<file path="config.mk">
export PLATFORM = sky130hd
export DESIGN_NAME = vigna_coproc_issue_flat
export DESIGN_NICKNAME = d
export VERILOG_FILES = /design/src/rtl/vigna_coproc_issue_if.sv /design/src/rtl/vigna_coproc_issue.sv /design/src/flat_wrapper.sv
export SDC_FILE = /design/constraint.sdc
export NUM_CORES = 1
export LEC_CHECK = 0
export CORE_AREA = 2 2 129 93
export CTS_CLUSTER_DIAMETER = 100
export DETAILED_ROUTE_END_ITERATION = 10
export DIE_AREA = 0 0 131 95
export PLACE_DENSITY = 0.91
export SLEW_MARGIN = 20
export SYNTH_ARGS = -nofsm -noshare
export SYNTH_HDL_FRONTEND = slang
export SYNTH_SLANG_ARGS = --single-unit
</file>
<file path="constraint.sdc">
create_clock -name clk -period 2.4 [get_ports clk]
set_input_delay 0.24 -clock clk [delete_from_list [all_inputs] [get_ports clk]]
set_output_delay 0.24 -clock clk [all_outputs]
set_load 0.01 [all_outputs]
</file>
<file path="src/rtl/vigna_coproc_issue_if.sv">
// Signal bundle between the execute stage, the coprocessor issue block,
// the vigna_m_ext coprocessor and the writeback stage.
interface vigna_coproc_issue_if;
  logic        req_valid;
  logic        req_ready;
  logic [2:0]  req_func;
  logic [4:0]  req_rd;
  logic [31:0] req_op1;
  logic [31:0] req_op2;
  logic        flush;

  logic        cp_valid;
  logic        cp_ready;
  logic [2:0]  cp_func;
  logic [2:0]  cp_id;
  logic [31:0] cp_op1;
  logic [31:0] cp_op2;
  logic [31:0] cp_result;

  logic        wb_valid;
  logic        wb_ready;
  logic [4:0]  wb_rd;
  logic [2:0]  wb_id;
  logic [31:0] wb_data;

  logic        busy;
  logic        cp_timeout;

  // master: the issue block itself
  modport master (
    input  req_valid, req_func, req_rd, req_op1, req_op2, flush,
           cp_ready, cp_result, wb_ready,
    output req_ready, cp_valid, cp_func, cp_id, cp_op1, cp_op2,
           wb_valid, wb_rd, wb_id, wb_data, busy, cp_timeout
  );

  // slave: execute stage, coprocessor and writeback seen as one environment
  modport slave (
    output req_valid, req_func, req_rd, req_op1, req_op2, flush,
           cp_ready, cp_result, wb_ready,
    input  req_ready, cp_valid, cp_func, cp_id, cp_op1, cp_op2,
           wb_valid, wb_rd, wb_id, wb_data, busy, cp_timeout
  );
endinterface

</file>
<file path="src/rtl/vigna_coproc_issue.sv">
// Core-side initiator for the M-extension coprocessor: holds one request
// stable until the completion pulse, then offers the result for writeback.
module vigna_coproc_issue #(
  parameter int TIMEOUT = 96
) (
  input  logic                 clk,
  input  logic                 resetn,
  vigna_coproc_issue_if.master io
);

  typedef enum logic [1:0] {IDLE, BUSY, WB, KILL} state_t;

  typedef struct packed {
    logic [2:0]  func;
    logic [4:0]  rd;
    logic [31:0] op1;
    logic [31:0] op2;
  } req_t;

  localparam logic [8:0] TO_LIM = 9'(TIMEOUT);

  state_t      state_q, state_d;
  req_t        req_q, req_d;
  logic        cp_valid_q, cp_valid_d;
  logic [2:0]  cp_id_q, cp_id_d;
  logic        wb_valid_q, wb_valid_d;
  logic [2:0]  wb_id_q, wb_id_d;
  logic [31:0] wb_data_q, wb_data_d;
  logic [7:0]  cnt_q, cnt_d;
  logic        to_q, to_d;
  logic [7:0]  cnt_inc;

  always_ff @(posedge clk or negedge resetn) begin
    if (!resetn) begin
      state_q    <= IDLE;
      req_q      <= '0;
      cp_valid_q <= 1'b0;
      cp_id_q    <= '0;
      wb_valid_q <= 1'b0;
      wb_id_q    <= '0;
      wb_data_q  <= '0;
      cnt_q      <= '0;
      to_q       <= 1'b0;
    end else begin
      state_q    <= state_d;
      req_q      <= req_d;
      cp_valid_q <= cp_valid_d;
      cp_id_q    <= cp_id_d;
      wb_valid_q <= wb_valid_d;
      wb_id_q    <= wb_id_d;
      wb_data_q  <= wb_data_d;
      cnt_q      <= cnt_d;
      to_q       <= to_d;
    end
  end

  assign cnt_inc = (cnt_q == 8'hFF) ? cnt_q : cnt_q + 8'd1;

  always_comb begin
    state_d    = state_q;
    req_d      = req_q;
    cp_valid_d = cp_valid_q;
    cp_id_d    = cp_id_q;
    wb_valid_d = wb_valid_q;
    wb_id_d    = wb_id_q;
    wb_data_d  = wb_data_q;
    cnt_d      = cnt_q;
    to_d       = to_q;
    case (state_q)
      IDLE: begin
        if (io.cp_ready) to_d = 1'b1;
        if (io.req_valid && !io.flush) begin
          req_d.func = io.req_func;
          req_d.rd   = io.req_rd;
          req_d.op1  = io.req_op1;
          req_d.op2  = io.req_op2;
          cp_valid_d = 1'b1;
          cnt_d      = '0;
          state_d    = BUSY;
        end
      end
      BUSY, KILL: begin
        cnt_d = cnt_inc;
        if ({1'b0, cnt_inc} >= TO_LIM) to_d = 1'b1;
        // The coprocessor cannot be aborted, so a flush only decides
        // whether its eventual result is kept or dropped.
        if (io.cp_ready) begin
          cp_valid_d = 1'b0;
          cp_id_d    = cp_id_q + 3'd1;
          if (state_q == BUSY && !io.flush) begin
            wb_valid_d = 1'b1;
            wb_data_d  = io.cp_result;
            wb_id_d    = cp_id_q;
            state_d    = WB;
          end else begin
            state_d = IDLE;
          end
        end else if (state_q == BUSY && io.flush) begin
          state_d = KILL;
        end
      end
      WB: begin
        if (io.cp_ready) to_d = 1'b1;
        if (io.wb_ready || io.flush) begin
          wb_valid_d = 1'b0;
          state_d    = IDLE;
        end
      end
      default: state_d = IDLE;
    endcase
  end

  assign io.req_ready  = (state_q == IDLE);
  assign io.busy       = (state_q != IDLE);
  assign io.cp_valid   = cp_valid_q;
  assign io.cp_func    = req_q.func;
  assign io.cp_id      = cp_id_q;
  assign io.cp_op1     = req_q.op1;
  assign io.cp_op2     = req_q.op2;
  assign io.wb_valid   = wb_valid_q;
  assign io.wb_rd      = req_q.rd;
  assign io.wb_id      = wb_id_q;
  assign io.wb_data    = wb_data_q;
  assign io.cp_timeout = to_q;

endmodule

</file>
<file path="src/flat_wrapper.sv">
// flat-port wrapper written by rule: the top's interface ports become plain ports
module vigna_coproc_issue_flat 
#(
  parameter int TIMEOUT = 96
)
  (clk, resetn, io_req_valid, io_req_func, io_req_rd, io_req_op1, io_req_op2, io_flush, io_cp_ready, io_cp_result, io_wb_ready, io_req_ready, io_cp_valid, io_cp_func, io_cp_id, io_cp_op1, io_cp_op2, io_wb_valid, io_wb_rd, io_wb_id, io_wb_data, io_busy, io_cp_timeout);
  vigna_coproc_issue_if io_i ();
  input  logic clk;
  input  logic resetn;
  input wire logic [$bits(io_i.req_valid)-1:0] io_req_valid;
  input wire logic [$bits(io_i.req_func)-1:0] io_req_func;
  input wire logic [$bits(io_i.req_rd)-1:0] io_req_rd;
  input wire logic [$bits(io_i.req_op1)-1:0] io_req_op1;
  input wire logic [$bits(io_i.req_op2)-1:0] io_req_op2;
  input wire logic [$bits(io_i.flush)-1:0] io_flush;
  input wire logic [$bits(io_i.cp_ready)-1:0] io_cp_ready;
  input wire logic [$bits(io_i.cp_result)-1:0] io_cp_result;
  input wire logic [$bits(io_i.wb_ready)-1:0] io_wb_ready;
  output wire logic [$bits(io_i.req_ready)-1:0] io_req_ready;
  output wire logic [$bits(io_i.cp_valid)-1:0] io_cp_valid;
  output wire logic [$bits(io_i.cp_func)-1:0] io_cp_func;
  output wire logic [$bits(io_i.cp_id)-1:0] io_cp_id;
  output wire logic [$bits(io_i.cp_op1)-1:0] io_cp_op1;
  output wire logic [$bits(io_i.cp_op2)-1:0] io_cp_op2;
  output wire logic [$bits(io_i.wb_valid)-1:0] io_wb_valid;
  output wire logic [$bits(io_i.wb_rd)-1:0] io_wb_rd;
  output wire logic [$bits(io_i.wb_id)-1:0] io_wb_id;
  output wire logic [$bits(io_i.wb_data)-1:0] io_wb_data;
  output wire logic [$bits(io_i.busy)-1:0] io_busy;
  output wire logic [$bits(io_i.cp_timeout)-1:0] io_cp_timeout;
  assign io_i.req_valid = io_req_valid;
  assign io_i.req_func = io_req_func;
  assign io_i.req_rd = io_req_rd;
  assign io_i.req_op1 = io_req_op1;
  assign io_i.req_op2 = io_req_op2;
  assign io_i.flush = io_flush;
  assign io_i.cp_ready = io_cp_ready;
  assign io_i.cp_result = io_cp_result;
  assign io_i.wb_ready = io_wb_ready;
  assign io_req_ready = io_i.req_ready;
  assign io_cp_valid = io_i.cp_valid;
  assign io_cp_func = io_i.cp_func;
  assign io_cp_id = io_i.cp_id;
  assign io_cp_op1 = io_i.cp_op1;
  assign io_cp_op2 = io_i.cp_op2;
  assign io_wb_valid = io_i.wb_valid;
  assign io_wb_rd = io_i.wb_rd;
  assign io_wb_id = io_i.wb_id;
  assign io_wb_data = io_i.wb_data;
  assign io_busy = io_i.busy;
  assign io_cp_timeout = io_i.cp_timeout;
  vigna_coproc_issue #(.TIMEOUT(TIMEOUT)) u_core (.clk(clk), .resetn(resetn), .io(io_i));
endmodule
</file>
==> results.ini <==
[run_status]
status = finished clean

[critical_path]
critPathKind = reg -> out
critPathLaunchType = flop
path_cells = nor2_1, inv_1, clkdlybuf4s50_1
cp_slowest_cell = dfrtp_1
crit_arrival_ps = 1790
critPathMaxStageDelay_ps = 610
required_ps = 2160
end_kind = output pin
critPathMaxFanout = 13

[clocking]
clockRootBuffer = clkbuf_16
cts_tree = built
path_clk_slew_ps = 60
ctsResizeCount = 0
clk_latency_ps = 400
cts.sinks = 123
cts_buffers = 17
cts_setup_buffers = 0
clk_path_buf_depth = 2
h-tree-depth = 4
cts_hold_buf = 1

[logic_synthesis]
netlist.area_leader.share = 0.6237
yosysSeqAreaShare = 0.6237
syn-num-nets = 588
ys_ff_latch = 123
synth_top_cell_by_area = dfrtp_1
netlist_area_sq_mm = 0.004935
yosysUniqueCellTypes = 34
syn-instance-count = 476
synthTopCellsByArea = dfrtp_1, nand2_1, mux2_2
syn_avg_cell_area_sq_um = 10.37
ys_warn_count = 0

[grt]
antenna_found_initial = 0
grt_start_max_net_pins = 50
grt_pass1_vias = 4228
grt_pass1_wl_um = 20660
grt.total_usage = 0.2182
overflow = 0

[worst_hold_path]
timing.hold.worst.class = in -> reg

[floorplanning]
initial_core_util = 0.4346
die-area_sq_mm = 0.01245
ios = 225
die_y_um = 95
die_w_um = 131
coreArea_sq_mm = 0.01135
placementRows = 33

[detailed_routing]
drc = 0
wl_per_cell_um = 15.33
drt_iter0_drc = 177
ant_nets = 0
drt-total-wl_um = 13420
firstDrtPassIters = 5
vias_per_cell = 4.758
num_vias = 4163

[timing]
hold_viol = 0
grt_setup_unrepaired = false
slew_headroom = 0.6318
period_needed_ps = 2025
clock_skew_ps = 9.504
period_share = 0.8439
tightest_slew_ps = 552.3
drv_slew = 0
setup_viol_count_final = 0
maxClockFrequency_mhz = 493.8
fin_tns_setup_ps = 0

[placement]
globalplace.congestion = 0.8102
dp.final_hpwl_um = 9508
portBuffers = 224

[layout]
fill_cells = 745
nNetsFinal = 817
fin_util = 0.7007
area_growth_pct = 61.23
diodes = 0
layout-drive-gt1-share = 0.1114

[power_and_ir_drop]
p_leak_nw = 3.680
irDropWorstVdd_uv = 639.3
power.density_mw_per_mm2 = 1078

[flow_run]
drv_cap = 0

[logic make-up after synthesis]
| group | after synthesis | synth area share |
|---|---|---|
| XOR/XNOR | 2 | 0.003550 |
| buffers and inverters | 28 | 0.03955 |
| AND/OR/NAND/NOR | 261 | 0.2120 |
| flip-flops | 123 | 0.6237 |
| multiplexers | 39 | 0.08824 |
| AO/OA/AOI/OAI | 21 | 0.02789 |
| adder cells (fa/ha/maj) | 2 | 0.005070 |
[worst max-delay path, delay by kind of cell, from the launching register on]
| family | cells | cell delay, ps |
|---|---|---|
| buffers and inverters | 2 | 630 |
| flip-flops | 1 | 610 |
| AND/OR/NAND/NOR | 1 | 140 |
[cells in the mapped netlist]
library cell,count
a21boi_0,1
a21oi_1,3
a2bb2oi_1,1
a311oi_1,2
a31o_2,2
a31oi_1,5
and3_1,4
buf_2,9
buf_4,3
buf_6,9
clkbuf_1,4
dfrtp_1,123
ha_1,2
inv_1,3
mux2_1,2
mux2_2,34
mux2i_1,3
nand2_1,229
nand2_2,1
nand2b_1,2
nand3_1,4
nand3b_1,1
nand4_1,2
nor2_1,7
nor2b_1,2
nor3_1,4
nor3_4,1
nor4_1,2
nor4b_1,1
o21a_1,1
o21ai_0,4
o22ai_1,2
or3_1,1
xnor2_1,2
[final timing paths]
kind,start,end,slack (ps),cells after the start
worst max register to register,u_core.state_q[0],u_core.io.wb_data[16],620,4
worst min register to register,u_core.io.cp_func[2],u_core.io.cp_func[2],470,2
max in group asynchronous,resetn,u_core.io.cp_op2[14],1370,3
worst min-delay path,io_req_op1[15],u_core.io.cp_op1[15],360,3
worst max-delay path,u_core.state_q[0],io_busy,370,3
min in group asynchronous,resetn,u_core.io.wb_rd[2],370,2
[routing by layer]
metal	track usage	vias to the layer above	wire, um
li1	-	1992	-
met1	0.2630	1962	5460
met2	0.3484	193	6340
met3	0.09008	16	1435
met4	0.08954	0	180
met5	0	-	0
[flip-flops by register name (all words and copies together) (netlist names)]
name,count
u_core.cnt_q,8
u_core.io.cp_func,3
u_core.io.cp_id,3
u_core.io.cp_op1,32
u_core.io.cp_op2,32
u_core.io.cp_timeout,1
u_core.io.cp_valid,1
u_core.io.wb_data,32
u_core.io.wb_id,3
u_core.io.wb_rd,5
u_core.io.wb_valid,1
u_core.state_q,2
[through the flow]
stage | setup WS, ps | instance area (sq um) | hold slack, ps | power, mW | std cells
finish | 374.8 | 7956 | 362.4 | 8.575 | 875
global route | 283.0 | 7956 | 355.6 | 9.035 | 875
CTS | 368.2 | 7956 | 343.4 | 8.667 | 875
detailed placement | 419.4 | 7318 | 265.6 | 5.929 | 842
global placement | 451.3 | 7318 | 256.5 | 5.798 | 842
floorplan | 954.5 | 4935 | -55.59 | 4.137 | 476
[layout make-up]
type                    instances  area (sq um)  area share
flip-flops and latches        123          3078      0.3869
repair buffers                235          2375      0.2985
clock inverters                11         167.7     0.02107
well taps                     157         196.4     0.02469
inverters                       3         11.26    0.001415
multi-input cells             325          1668      0.2096
clock buffers                  21         460.4     0.05787
[layout by cell type, fill, tap and decap left out, types with 2 or more instances in the layout]
cell	instances
inv_1	3
nand2b_1	2
clkbuf_8	2
nand4_1	2
nand3_1	4
a31o_2	2
bufinv_16	4
o22ai_1	2
nor4_1	2
clkdlybuf4s50_1	223
buf_12	4
nor2_1	7
clkbuf_16	17
buf_4	7
mux2_2	34
a31oi_1	5
and3_1	4
clkinvlp_4	2
clkinv_4	2
nand2_1	229
a21oi_1	3
mux2_1	2
ha_1	2
nor3_1	4
xnor2_1	2
clkinv_2	3
clkbuf_1	2
dfrtp_1	123
nor2b_1	2
a311oi_1	2
mux2i_1	3
o21ai_0	4
[report_power, final]
group	total, mW	leakage, nW	switching (mW)	internal (mW)
Sequential	3.15	1.52	0.416	2.74
Combinational	2.74	1.86	1.10	1.64
Clock	2.68	0.303	0.893	1.79
Total	8.58	3.68	2.41	6.16
No activity file was read; power rests on OpenSTA's default activity.
